### config.mk
export PLATFORM = sky130hd
export DESIGN_NAME = matrix_stream_buffer_flat
export DESIGN_NICKNAME = d
export VERILOG_FILES = /design/src/rtl/matrix_stream_buffer_if.sv /design/src/rtl/matrix_stream_buffer.sv /design/src/flat_wrapper.sv
export SDC_FILE = /design/constraint.sdc
export NUM_CORES = 1
export LEC_CHECK = 0
export BUFFER_PORTS_ARGS = -buffer_cell sky130_fd_sc_hd__clkbuf_2
export CORE_AREA = 3 3 93 95
export DETAILED_ROUTE_END_ITERATION = 10
export DIE_AREA = 0 0 96 98
export GPL_ROUTABILITY_DRIVEN = 0
export SYNTH_ARGS = -nofsm -noshare
export SYNTH_HDL_FRONTEND = slang
export SYNTH_SLANG_ARGS = --single-unit
### constraint.sdc
create_clock -name clk -period 3.8 [get_ports clk]
set_input_delay 0.19 -clock clk [delete_from_list [all_inputs] [get_ports clk]]
set_output_delay 0.19 -clock clk [all_outputs]
set_load 0.03 [all_outputs]
### src/rtl/matrix_stream_buffer_if.sv
// Load, stream-out and random-access read signals of the matrix stream buffer.
// The master modport is the producer/consumer side and the slave modport is the buffer side.
interface matrix_stream_buffer_if #(
  parameter int DW = 8,
  parameter int CW = 3
);
  logic          clear;
  logic          in_valid;
  logic          in_ready;
  logic [DW-1:0] in_data;
  logic          start;
  logic          transpose;
  logic          out_valid;
  logic          out_ready;
  logic [DW-1:0] out_data;
  logic          out_last;
  logic [DW-1:0] rd_row;
  logic [DW-1:0] rd_col;
  logic [DW-1:0] rd_data;
  logic [CW-1:0] fill_count;
  logic          full;

  modport master (
    output clear, in_valid, in_data, start, transpose, out_ready, rd_row, rd_col,
    input  in_ready, out_valid, out_data, out_last, rd_data, fill_count, full
  );

  modport slave (
    input  clear, in_valid, in_data, start, transpose, out_ready, rd_row, rd_col,
    output in_ready, out_valid, out_data, out_last, rd_data, fill_count, full
  );
endinterface

### src/rtl/matrix_stream_buffer.sv
// M x N register matrix loaded row-major and streamed out row- or column-major,
// with a combinational random-access read port.
module matrix_stream_buffer #(
  parameter int M  = 2,
  parameter int N  = 2,
  parameter int DW = 8,
  localparam int CW = $clog2(M*N+1)
) (
  input logic              clk,
  input logic              rst,
  matrix_stream_buffer_if.slave bus
);

  localparam int RW = (M > 1) ? $clog2(M) : 1;
  localparam int NW = (N > 1) ? $clog2(N) : 1;
  localparam int AW = (DW > 32) ? DW : 32;

  typedef enum logic [1:0] {EMPTY, LOAD, FULL, READ} state_t;

  state_t         state;
  state_t         state_nxt;
  logic [DW-1:0]  mem [M][N];
  logic [RW-1:0]  wr_row;
  logic [NW-1:0]  wr_col;
  logic [RW-1:0]  rd_ptr_row;
  logic [NW-1:0]  rd_ptr_col;
  logic [CW-1:0]  fill_count;
  logic           xpose;
  logic           load_fire;
  logic           out_fire;
  logic           fill_last;
  logic           at_last;
  logic [AW-1:0]  rd_row_w;
  logic [AW-1:0]  rd_col_w;

  assign rd_row_w  = AW'(bus.rd_row);
  assign rd_col_w  = AW'(bus.rd_col);
  assign fill_last = (fill_count == CW'(M*N-1));
  // Both readout orders finish on the bottom-right element.
  assign at_last   = (rd_ptr_row == RW'(M-1)) && (rd_ptr_col == NW'(N-1));

  always_ff @(posedge clk or negedge rst) begin
    if (!rst) state <= EMPTY;
    else      state <= state_nxt;
  end

  always_comb begin
    state_nxt      = state;
    bus.in_ready   = 1'b0;
    bus.out_valid  = 1'b0;
    bus.out_last   = 1'b0;
    bus.full       = 1'b0;
    load_fire      = 1'b0;
    out_fire       = 1'b0;

    case (state)
      EMPTY, LOAD: bus.in_ready = rst;
      FULL:        bus.full     = 1'b1;
      READ: begin
        bus.out_valid = 1'b1;
        bus.out_last  = at_last;
      end
      default: ;
    endcase

    load_fire = bus.in_valid && bus.in_ready && !bus.clear;
    out_fire  = bus.out_valid && bus.out_ready && !bus.clear;

    if (bus.clear) begin
      state_nxt = EMPTY;
    end else begin
      case (state)
        EMPTY, LOAD: if (load_fire) state_nxt = fill_last ? FULL : LOAD;
        FULL:        if (bus.start) state_nxt = READ;
        READ:        if (out_fire && at_last) state_nxt = EMPTY;
        default:     state_nxt = EMPTY;
      endcase
    end
  end

  always_ff @(posedge clk or negedge rst) begin
    if (!rst) begin
      for (int r = 0; r < M; r++)
        for (int c = 0; c < N; c++)
          mem[r][c] <= '0;
      wr_row     <= '0;
      wr_col     <= '0;
      rd_ptr_row <= '0;
      rd_ptr_col <= '0;
      fill_count <= '0;
      xpose      <= 1'b0;
    end else if (bus.clear) begin
      wr_row     <= '0;
      wr_col     <= '0;
      rd_ptr_row <= '0;
      rd_ptr_col <= '0;
      fill_count <= '0;
    end else begin
      if (load_fire) begin
        for (int r = 0; r < M; r++)
          for (int c = 0; c < N; c++)
            if (wr_row == RW'(r) && wr_col == NW'(c))
              mem[r][c] <= bus.in_data;
        fill_count <= fill_count + CW'(1);
        if (fill_last) begin
          wr_row <= '0;
          wr_col <= '0;
        end else if (wr_col == NW'(N-1)) begin
          wr_col <= '0;
          wr_row <= wr_row + RW'(1);
        end else begin
          wr_col <= wr_col + NW'(1);
        end
      end

      if (state == FULL && bus.start)
        xpose <= bus.transpose;

      // Readout order is fixed by the transpose bit captured at start.
      if (out_fire) begin
        if (at_last) begin
          rd_ptr_row <= '0;
          rd_ptr_col <= '0;
          fill_count <= '0;
        end else if (!xpose) begin
          if (rd_ptr_col == NW'(N-1)) begin
            rd_ptr_col <= '0;
            rd_ptr_row <= rd_ptr_row + RW'(1);
          end else begin
            rd_ptr_col <= rd_ptr_col + NW'(1);
          end
        end else begin
          if (rd_ptr_row == RW'(M-1)) begin
            rd_ptr_row <= '0;
            rd_ptr_col <= rd_ptr_col + NW'(1);
          end else begin
            rd_ptr_row <= rd_ptr_row + RW'(1);
          end
        end
      end
    end
  end

  always_comb begin
    bus.out_data = '0;
    bus.rd_data  = '0;
    for (int r = 0; r < M; r++) begin
      for (int c = 0; c < N; c++) begin
        if (state == READ && rd_ptr_row == RW'(r) && rd_ptr_col == NW'(c))
          bus.out_data = mem[r][c];
        // Out-of-range addresses match no element and read as zero.
        if (rd_row_w == AW'(r) && rd_col_w == AW'(c))
          bus.rd_data = mem[r][c];
      end
    end
  end

  assign bus.fill_count = fill_count;

endmodule

### src/flat_wrapper.sv
// flat-port wrapper written by rule: the top's interface ports become plain ports
module matrix_stream_buffer_flat 
#(
  parameter int M  = 2,
  parameter int N  = 2,
  parameter int DW = 8,
  localparam int CW = $clog2(M*N+1)
)
  (clk, rst, bus_clear, bus_in_valid, bus_in_data, bus_start, bus_transpose, bus_out_ready, bus_rd_row, bus_rd_col, bus_in_ready, bus_out_valid, bus_out_data, bus_out_last, bus_rd_data, bus_fill_count, bus_full);
  matrix_stream_buffer_if #(.DW(DW), .CW(($clog2(M*N+1)))) bus_i ();
  input logic clk;
  input logic rst;
  input wire logic [$bits(bus_i.clear)-1:0] bus_clear;
  input wire logic [$bits(bus_i.in_valid)-1:0] bus_in_valid;
  input wire logic [$bits(bus_i.in_data)-1:0] bus_in_data;
  input wire logic [$bits(bus_i.start)-1:0] bus_start;
  input wire logic [$bits(bus_i.transpose)-1:0] bus_transpose;
  input wire logic [$bits(bus_i.out_ready)-1:0] bus_out_ready;
  input wire logic [$bits(bus_i.rd_row)-1:0] bus_rd_row;
  input wire logic [$bits(bus_i.rd_col)-1:0] bus_rd_col;
  output wire logic [$bits(bus_i.in_ready)-1:0] bus_in_ready;
  output wire logic [$bits(bus_i.out_valid)-1:0] bus_out_valid;
  output wire logic [$bits(bus_i.out_data)-1:0] bus_out_data;
  output wire logic [$bits(bus_i.out_last)-1:0] bus_out_last;
  output wire logic [$bits(bus_i.rd_data)-1:0] bus_rd_data;
  output wire logic [$bits(bus_i.fill_count)-1:0] bus_fill_count;
  output wire logic [$bits(bus_i.full)-1:0] bus_full;
  assign bus_i.clear = bus_clear;
  assign bus_i.in_valid = bus_in_valid;
  assign bus_i.in_data = bus_in_data;
  assign bus_i.start = bus_start;
  assign bus_i.transpose = bus_transpose;
  assign bus_i.out_ready = bus_out_ready;
  assign bus_i.rd_row = bus_rd_row;
  assign bus_i.rd_col = bus_rd_col;
  assign bus_in_ready = bus_i.in_ready;
  assign bus_out_valid = bus_i.out_valid;
  assign bus_out_data = bus_i.out_data;
  assign bus_out_last = bus_i.out_last;
  assign bus_rd_data = bus_i.rd_data;
  assign bus_fill_count = bus_i.fill_count;
  assign bus_full = bus_i.full;
  matrix_stream_buffer #(.M(M), .N(N), .DW(DW)) u_core (.clk(clk), .rst(rst), .bus(bus_i));
endmodule
==> run summary <==
status = finished clean
Global Route Usage Sum = 11.6%
FMAX = 455 MHz
Final Cell Area = 2790 um^2
async set or reset register ratio after synthesis = 100%
Critical Path Fanout Max = 13
ANT nets after route = 0
setup tns final = 0 ns
sequential element share of the synthesized area = 44.7%
nets = 253
I/O Buffers = 53
Pleak = 1.31 nW
starting DRC count in detailed routing = 34
Worst-Margin Slew = 0.645 ns
cts bufs inserted = 5
Synth Register Bits = 42
Setup CP Type = reg2out
CP arrival = 2.01 ns
Post-DP HPWL = 3760 um
Area Growth Syn to Fin = 18.7%
Resize count post-CTS = 0
P_int = 804 uW
Gate Count Post-Synth = 166
Sequential Power Share = 53.1%
Netlist cell types = 37
Top delay family on crit path = flip-flops
Worst Clk Skew = 0.00843 ns
synth warn = 0
final-report max-slew violation count = 0
antenna cells = 0
Worst Path Buf+Inv = 1
Most used DFF post-synth = dfrtp_1
Final Cycle Share = 57.8%
largest stage delay on the critical path = 0.76 ns
slowest cell on the critical path = dfrtp_1
overall power = 1.10 mW
Die Wd = 96 um
DIE HEIGHT = 98 um
final WL = 5150 um
Netlist Area Pre-Place = 2350 um^2
Die ar. = 9410 um^2
TritonRoute pass-1 iters = 3
most frequent cells in the layout = clkbuf_2 (53), dfrtp_1 (42), mux2_2 (25)
Setup violations, final = 0
Std-Cell Core Area = 7810 um^2
Site Rows = 32
Setup WS post-layout = 1.60 ns
sw power = 293 uW
clk_lat worst skew = 0.30 ns
I/O pin count = 54
Comb pwr share = 19.5%
CTS Buffer Depth = 2
mean area per synthesized cell = 14.2 um^2
Post-synth EDFFs = 0
vias = 1,583
Max Cap Violations = 0
crit path cell chain = mux4_2 > and2_1 > clkbuf_2
Post-Synthesis Net Count = 199
vias in the first global route = 1,634
CTS tree = yes
DRC = 0
H-tree levels = 2
Initial Utilization = 30.1%
Placed Area = 2690 um^2
dpl ws = 1.90 ns
initial antenna violation count = 0
Switching Share = 26.7%
clock-pin slew of the registers on the worst-case setup and hold paths = 0.09 ns
Clk network pwr share = 27.4%
Worst Hold Slack = 0.128 ns
fraction of layout cells with a size suffix above 1 = 53.8%
post-DR vias/cell = 4.90
final hold viol count = 0
CTS Sinks = 42
Final Critical Period = 2.20 ns
most common cell after layout, fill and taps aside = clkbuf_2
Wirelength per Cell = 15.9 um
Rel. slew slack = 57.0%
PD cells = 393 nW/um^2
pin count of the biggest net entering global routing = 31
Root Buffer = clkbuf_8
RSZ-0062 raised after global routing = no
wire length of the first global-routing pass = 8310 um
grt total ovfl = 0
Crit path required time = 3.61 ns
maximum VDD drop = 0.164 mV
Worst setup SP type = flop
endpoint class of the critical path = output port
Worst Hold Class = in2reg
-- synth_stat cells (3+ instances only) --
library cell	count	share of area [%]
nor4_1	3	0.80
nand2_1	3	0.48
nand3b_4	3	2.6
clkbuf_1	3	0.48
mux2_4	8	5.1
dfrtp_1	42	45
a21oi_1	4	0.85
mux4_2	16	15
and2_1	9	2.4
nor2b_1	10	2.7
nor2_1	7	1.1
mux2_2	25	12
-- power by group through the flow --
| stage | Sequential, mW | Clock, mW | Combinational, mW |
|---|---|---|---|
| 3_3_place_gp | 0.589 | 0 | 0.212 |
| 6_report | 0.583 | 0.301 | 0.214 |
| 4_1_cts | 0.582 | 0.311 | 0.219 |
| 2_1_floorplan | 0.573 | 0 | 0.166 |
| 3_5_place_dp | 0.591 | 0 | 0.217 |
| 5_1_grt | 0.595 | 0.331 | 0.236 |
-- final timing paths --
check / slack (ns) / cells past startpoint / from / to
setup / recovery: 1.60 / 3 / u_core.rd_ptr_col$_DFFE_PN0P_ / bus_out_data[1]
hold / removal: 0.13 / 2 / bus_transpose / u_core.xpose$_DFFE_PN0P_
setup reg to reg: 2.08 / 3 / u_core.state[1]$_DFFE_PN0P_ / u_core.mem[3]$_DFFE_PN0P_
hold reg to reg: 0.53 / 1 / u_core.mem[28]$_DFFE_PN0P_ / u_core.mem[28]$_DFFE_PN0P_
max in group asynchronous: 2.68 / 3 / rst / u_core.mem[19]$_DFFE_PN0P_
min in group asynchronous: 0.38 / 2 / rst / u_core.wr_col$_DFFE_PN0P_
-- worst reg2reg max path: stages, from the launching register on --
cell and delay (ns):
dfrtp_1 0.50, and4bb_4 0.45, and3_4 0.33, mux2_4 0.32
-- repair_timing --
action	CTS	global route
endpoints found under the setup margin	0	0
hold buffers	1	0
endpoints found under the hold margin	12	0
setup buffers	0	0
-- area by class of cell --
cell class / count / area (um^2)
clock buffers: 5 / 68.8
flip-flops and latches: 42 / 1050
fillers: 795 / 5020
multi-input cells: 114 / 1230
inverters: 2 / 7.51
repair buffers: 55 / 283
well taps: 102 / 128
clock inverters: 3 / 23.8
-- routing by layer --
layer  GRT usage, %  vias up  part of all wire [%]
li1               -      731                     -
met1           15.8      794                    45
met2           18.6       51                    47
met3           2.70        7                   6.7
met4           2.95        0                  0.82
met5              0        -                     0
-- registers in the layout (all words and copies together) (netlist names) --
register,flops
u_core.rd_ptr_col,1
u_core.xpose,1
u_core.rd_ptr_row,1
u_core.wr_col,1
u_core.state,2
u_core.wr_row,1
u_core.mem,32
u_core.bus.fill_count,3
-- metrics by stage --
step | utilization [%] | cells
3_5_place_dp | 34.4 | 314
5_1_grt | 35.7 | 323
2_1_floorplan | - | 166
3_3_place_gp | 34.4 | 314
4_1_cts | 35.7 | 323
6_report | 35.7 | 323
-- kinds of logic after synthesis --
group                    count (synthesis)  share of synthesized area (%)
AO/OA/AOI/OAI                           10                           2.61
adder cells (fa/ha/maj)                  2                           1.06
flip-flops                              42                           44.7
XOR/XNOR                                 2                          0.745
AND/OR/NAND/NOR                         50                           15.0
buffers and inverters                   10                           3.03
multiplexers                            50                           32.8
Note: power is estimated with default switching activity, not from simulation.
